[src/rtl/riscv_pkg.sv]
// Shared RISC-V front-end types and constants: widths, the fetch-buffer entry
// layout and the canonical NOP encoding.
package riscv_pkg;

  localparam int XLEN            = 32;
  localparam int INSTR_WIDTH     = 32;
  localparam int IMEM_DATA_WIDTH = 64;

  localparam logic [INSTR_WIDTH-1:0] NOP_INSTR = 32'h0000_0013;

  // One fetched memory word together with the PC of the next instruction in it.
  typedef struct packed {
    logic [IMEM_DATA_WIDTH-1:0] word;
    logic [XLEN-1:0]            pc;
  } fetch_entry_t;

  // Picks the instruction addressed by the entry PC out of its 64-bit word.
  function automatic logic [INSTR_WIDTH-1:0] entry_instr(input fetch_entry_t e);
    return e.pc[2] ? e.word[63:32] : e.word[31:0];
  endfunction

endpackage

[src/rtl/fetch_buf.sv]
// Small synchronous FIFO of fetch entries. The head PC can be advanced in place
// so a word is consumed as two instructions before it is popped.
module fetch_buf
  import riscv_pkg::*;
#(
  parameter  int DEPTH = 2,
  localparam int CNT_W = $clog2(DEPTH + 1)
) (
  input  logic                       clk,
  input  logic                       rst,
  input  logic                       flush,
  input  logic                       push,
  input  logic [IMEM_DATA_WIDTH-1:0] push_word,
  input  logic [XLEN-1:0]            push_pc,
  input  logic                       pop,
  input  logic                       head_adv,
  output logic [CNT_W-1:0]           count,
  output logic [IMEM_DATA_WIDTH-1:0] head_word,
  output logic [XLEN-1:0]            head_pc
);

  localparam int PTR_W = (DEPTH > 1) ? $clog2(DEPTH) : 1;

  fetch_entry_t     mem_q [DEPTH];
  fetch_entry_t     mem_d [DEPTH];
  logic [PTR_W-1:0] rd_ptr_q, rd_ptr_d;
  logic [PTR_W-1:0] wr_ptr_q, wr_ptr_d;
  logic [CNT_W-1:0] count_q, count_d;

  function automatic logic [PTR_W-1:0] ptr_inc(input logic [PTR_W-1:0] p);
    return (p == PTR_W'(DEPTH - 1)) ? '0 : p + PTR_W'(1);
  endfunction

  // The caller never pushes when full nor pops/advances when empty, so the
  // head update and the write can never target the same slot.
  always_comb begin
    mem_d = mem_q;
    if (head_adv) begin
      mem_d[rd_ptr_q].pc = mem_q[rd_ptr_q].pc + 32'd4;
    end
    if (push) begin
      mem_d[wr_ptr_q].word = push_word;
      mem_d[wr_ptr_q].pc   = push_pc;
    end
  end

  always_comb begin
    rd_ptr_d = rd_ptr_q;
    wr_ptr_d = wr_ptr_q;
    count_d  = count_q;
    if (flush) begin
      rd_ptr_d = '0;
      wr_ptr_d = '0;
      count_d  = '0;
    end else begin
      if (push) wr_ptr_d = ptr_inc(wr_ptr_q);
      if (pop)  rd_ptr_d = ptr_inc(rd_ptr_q);
      case ({push, pop})
        2'b10:   count_d = count_q + CNT_W'(1);
        2'b01:   count_d = count_q - CNT_W'(1);
        default: count_d = count_q;
      endcase
    end
  end

  always_ff @(posedge clk) begin
    if (rst) begin
      rd_ptr_q <= '0;
      wr_ptr_q <= '0;
      count_q  <= '0;
    end else begin
      rd_ptr_q <= rd_ptr_d;
      wr_ptr_q <= wr_ptr_d;
      count_q  <= count_d;
    end
  end

  always_ff @(posedge clk) begin
    mem_q <= mem_d;
  end

  assign count     = count_q;
  assign head_word = mem_q[rd_ptr_q].word;
  assign head_pc   = mem_q[rd_ptr_q].pc;

endmodule

[src/rtl/imem_fetch.sv]
// Instruction-fetch front end: issues word reads to a 1-cycle synchronous
// instruction memory, buffers the words and hands out 32-bit instructions.
module imem_fetch
  import riscv_pkg::*;
#(
  parameter int          ADDR_WIDTH = 11,
  parameter int          DATA_WIDTH = 64,
  parameter logic [31:0] RESET_PC   = 32'h0000_0000,
  parameter int          BUF_DEPTH  = 2
) (
  input  logic                    clk,
  input  logic                    rst,
  output logic [ADDR_WIDTH-1:0]   o_imem_addr,
  output logic [DATA_WIDTH-1:0]   o_imem_wdata,
  output logic [DATA_WIDTH/8-1:0] o_imem_wen,
  input  logic [DATA_WIDTH-1:0]   i_imem_rdata,
  input  logic                    i_redirect,
  input  logic [31:0]             i_redirect_pc,
  output logic                    o_instr_valid,
  output logic [31:0]             o_instr,
  output logic [31:0]             o_instr_pc,
  input  logic                    i_instr_ready
);

  localparam int CNT_W = $clog2(BUF_DEPTH + 1);

  logic [XLEN-1:0]            fetch_pc_q, fetch_pc_d;
  logic                       inflight_q, inflight_d;
  logic [XLEN-1:0]            inflight_pc_q, inflight_pc_d;

  logic [CNT_W-1:0]           buf_count;
  logic [CNT_W:0]             occupancy;
  logic [IMEM_DATA_WIDTH-1:0] head_word;
  logic [XLEN-1:0]            head_pc;
  fetch_entry_t               head_entry;
  logic                       issue;
  logic                       push;
  logic                       fire;
  logic                       head_adv;
  logic                       pop;
  logic                       instr_valid;

  // A read is only issued when its response is guaranteed a buffer slot, so the
  // memory never has to be stalled and the buffer can never overflow.
  always_comb begin
    occupancy = {1'b0, buf_count} + {{CNT_W{1'b0}}, inflight_q};
    issue     = !rst && !i_redirect && (occupancy < (CNT_W + 1)'(BUF_DEPTH));
    push      = inflight_q && !i_redirect;
  end

  always_comb begin
    fetch_pc_d    = fetch_pc_q;
    inflight_d    = issue;
    inflight_pc_d = inflight_pc_q;
    if (i_redirect) begin
      fetch_pc_d = i_redirect_pc & ~32'h0000_0003;
    end else if (issue) begin
      fetch_pc_d    = {fetch_pc_q[31:3] + 29'd1, 3'b000};
      inflight_pc_d = fetch_pc_q;
    end
  end

  always_ff @(posedge clk) begin
    if (rst) begin
      fetch_pc_q    <= RESET_PC;
      inflight_q    <= 1'b0;
      inflight_pc_q <= '0;
    end else begin
      fetch_pc_q    <= fetch_pc_d;
      inflight_q    <= inflight_d;
      inflight_pc_q <= inflight_pc_d;
    end
  end

  fetch_buf #(
    .DEPTH (BUF_DEPTH)
  ) u_fetch_buf (
    .clk       (clk),
    .rst       (rst),
    .flush     (i_redirect),
    .push      (push),
    .push_word (i_imem_rdata),
    .push_pc   (inflight_pc_q),
    .pop       (pop),
    .head_adv  (head_adv),
    .count     (buf_count),
    .head_word (head_word),
    .head_pc   (head_pc)
  );

  // Decode handshake: a transfer happens on an edge where o_instr_valid and
  // i_instr_ready are both high; while valid is high and ready low, valid, instr
  // and pc hold. Valid is dropped in a redirect or reset cycle so nothing
  // stale can transfer there.
  always_comb begin
    head_entry.word = head_word;
    head_entry.pc   = head_pc;
    instr_valid     = (buf_count != '0) && !i_redirect && !rst;
    fire            = instr_valid && i_instr_ready;
    head_adv        = fire && !head_pc[2];
    pop             = fire && head_pc[2];
  end

  assign o_imem_addr   = fetch_pc_q[ADDR_WIDTH+2:3];
  assign o_imem_wdata  = '0;
  assign o_imem_wen    = '0;
  assign o_instr_valid = instr_valid;
  assign o_instr       = instr_valid ? entry_instr(head_entry) : '0;
  assign o_instr_pc    = instr_valid ? head_pc : '0;

endmodule

[config.mk]
export PLATFORM = sky130hd
export DESIGN_NAME = imem_fetch
export DESIGN_NICKNAME = d
export VERILOG_FILES = /design/src/rtl/riscv_pkg.sv /design/src/rtl/fetch_buf.sv /design/src/rtl/imem_fetch.sv
export SDC_FILE = /design/constraint.sdc
export NUM_CORES = 1
export LEC_CHECK = 0
export CAP_MARGIN = 15
export CORE_MARGIN = 4
export CORE_UTILIZATION = 57
export DETAILED_ROUTE_END_ITERATION = 6
export PLACE_DENSITY = 0.95
export SLEW_MARGIN = 40
export SYNTH_ARGS = -nofsm -noshare
export SYNTH_HDL_FRONTEND = slang
export SYNTH_SLANG_ARGS = --single-unit
[constraint.sdc]
create_clock -name clk -period 9.2 [get_ports clk]
set_input_delay 0.92 -clock clk [delete_from_list [all_inputs] [get_ports clk]]
set_output_delay 0.92 -clock clk [all_outputs]
set_load 0.02 [all_outputs]
==> flow_summary.ini <==
[detailed_routing]
routedWlPerCell_um = 18.2
vias = 10100
drtAntennaViolNets = 0
wirelength_um = 31600
via_per_inst = 5.81
drt-initial-drc-count = 937
post-route-drc-count = 3
firstDrtPassIters = 7

[clock_tree]
ctsResizeCount = 0
cts_setup_buffers = 0
htree_num_levels = 1
cts.clk_slew.worst_paths_ns = 0.06
clock-root-buffer = clkbuf_16
insertion_delay_ns = 0.52
cts_tree = done
cts_inserted_buffers = 26
clock-sinks = 257
clockBufferDepth = 3
ctsHoldBuffers = 0

[critical_path]
start_kind = input pin
worstPathCellList = clkdlybuf4s50_1, buf_4, nor2_2, nand2_2, buf_4, a211oi_1, clkdlybuf4s50_1
crit_fanout = 42
rr_worst_depth = 10
cp-startpoint = i_redirect
cp.required_ns = 8.28
critPathArrivalTime_ns = 3.67
cp_slowest_cell = clkdlybuf4s50_1
endpoint_kind = output pin
crit_path_max_incr_delay_ns = 0.68
worstSetupPathType = in2out
r2r_start = u_fetch_buf.rd_ptr_q

[timing]
finalMaxSlewViolations = 0
setup_viol = 0
finalHoldViolations = 0
fmax_ghz = 0.218
rsz0062_at_grt = false
max_slew.worst_pin.slew_ns = 0.788
period_share = 0.499
period_needed_ns = 4.59
skew_ns = 0.0113
slew_headroom = 0.474
fin_setup_tns_ns = 0
fin_ws_ns = 4.61

[floorplanning]
die_area_mm2 = 0.0248
die_w_um = 158
io_pins = 248
rows = 54
die_y_um = 158
start_util = 0.582
core_mm2 = 0.0219

[layout]
final_layout_size_suffix_gt1_frac = 0.0556
fin_util = 0.690
area_delta_synth_final_pct = 18.5
layout.nets = 1540
design_area_mm2 = 0.0151
fill_cells = 1521
fin_cells = 1737
antenna_cells = 0

[global_route]
grt.total_usage = 0.244
grt_overflow = 0
grt_max_degree = 106
antenna_found_initial = 1
grt_pass1_vias = 9687
grt_pass1_wl_um = 49500

[status]
violations = DRC
status = finished, violations left

[place]
dpl_worst_slack_ns = 4.65
placedCellCount = 1689
hpwl_um = 19900
place.gp.congestion = 0.897
placed_area_mm2 = 0.0142
port-buffer-count = 173

[synthesis]
syn_area_mm2 = 0.0127
yosysSeqAreaShare = 0.504
synth_seq_cells = 257
syn-instance-count = 1327
synth_edf_count = 128
yosysWarningCount = 0
async_flop_share = 0
post_synth_num_cell_types = 58
synth.avg_cell_area_um2 = 9.60
synth_flop_cell = dfxtp_1

[pwr]
irDropWorstVdd_mv = 0.128
powerDensity_mw_per_mm2 = 171
leakagePower_nw = 5.63

[flow_run]
max-cap-violations = 0

[worst_hold_path]
min_path_type = reg2reg
hold_path_depth = 2
hp-start = inflight_pc_q[17]
Yosys cell counts (all sizes together) (9+ instances only):
library cell,n,area share
xnor2,25,0.017
nor3,16,0.0063
and3,76,0.037
edfxtp,128,0.30
nor2,99,0.029
inv,9,0.0027
a211oi,67,0.039
nand4,16,0.010
xor2,11,0.0076
and2,73,0.036
nand3,26,0.010
mux2i,67,0.053
buf,108,0.059
clkbuf,68,0.020
nor2b,35,0.017
dfxtp,129,0.20
a31oi,11,0.0054
nand2,198,0.058
o21ai,30,0.012
a21oi,70,0.028
final timing paths:
| check | to | slack [ns] |
|---|---|---|
| max reg2reg | u_fetch_buf.mem_q[30] | 5.50 |
| min | u_fetch_buf.mem_q[113] | 0.45 |
| min reg2reg | u_fetch_buf.mem_q[113] | 0.45 |
| max | o_instr[14] | 4.61 |
metal layers:
layer	up-vias	share of wire	global-route usage
li1	4720	-	-
met1	4748	0.39	0.320
met2	532	0.49	0.413
met3	83	0.081	0.0341
met4	2	0.038	0.0926
met5	-	0.00025	0
flip-flops by register name (all words and copies together) (netlist names):
name,cells
inflight_q,1
fetch_pc_q,30
u_fetch_buf.mem_q,192
inflight_pc_q,30
u_fetch_buf.wr_ptr_q,1
u_fetch_buf.rd_ptr_q,1
u_fetch_buf.count,2
metrics by stage:
step	hold slack, ns	power (mW)
after floorplan	0.422	1.46
after global placement	0.431	1.52
after detailed placement	0.440	1.53
after CTS	0.457	2.59
after global routing	0.469	2.66
final	0.455	2.58
layout make-up:
cell class	count	area [um2]	share of cell area
Timing Repair Buffer	187	1840	0.122
Multi-Input combinational cell	956	5550	0.368
Sequential cell	257	6440	0.426
Inverter	9	43.8	0.00290
Tap cell	280	350	0.0232
Clock buffer	31	711	0.0471
Clock inverter	17	165	0.0109
critical path, delay by kind of cell:
kind,cells,cell delay (ns)
compound gates,1,0.38
simple gates,2,0.60
buf+inv,4,1.71
where the power goes:
group	internal, mW	switching [mW]	leakage, nW
clock network	0.635	0.434	0.432
logic	0.0997	0.140	3.01
registers	1.23	0.0374	2.19
layout by cell type (no fill, tap or decap), drive strengths merged, types with 13 or more instances in the layout:
master and instances:
a211oi 67, a21oi 70, conb 72, nor2b 35
and3 76, nand2 198, nand4 16, o21ai 30
mux2i 67, clkdlybuf4s50 172, nor3 16, nor2 99
edfxtp 128, buf 15, xnor2 25, nand3 26
clkinv 13, and2 73, dfxtp 129, clkbuf 31
kinds of logic after synthesis:
group / share of synthesized area
AO/OA/AOI/OAI: 0.104
XOR/XNOR: 0.0247
adder cells (fa/ha/maj): 0.00295
buffers and inverters: 0.0816
flip-flops: 0.504
multiplexers: 0.0570
other: 0.000294
AND/OR/NAND/NOR: 0.225
(Power assumes the default switching activity.)
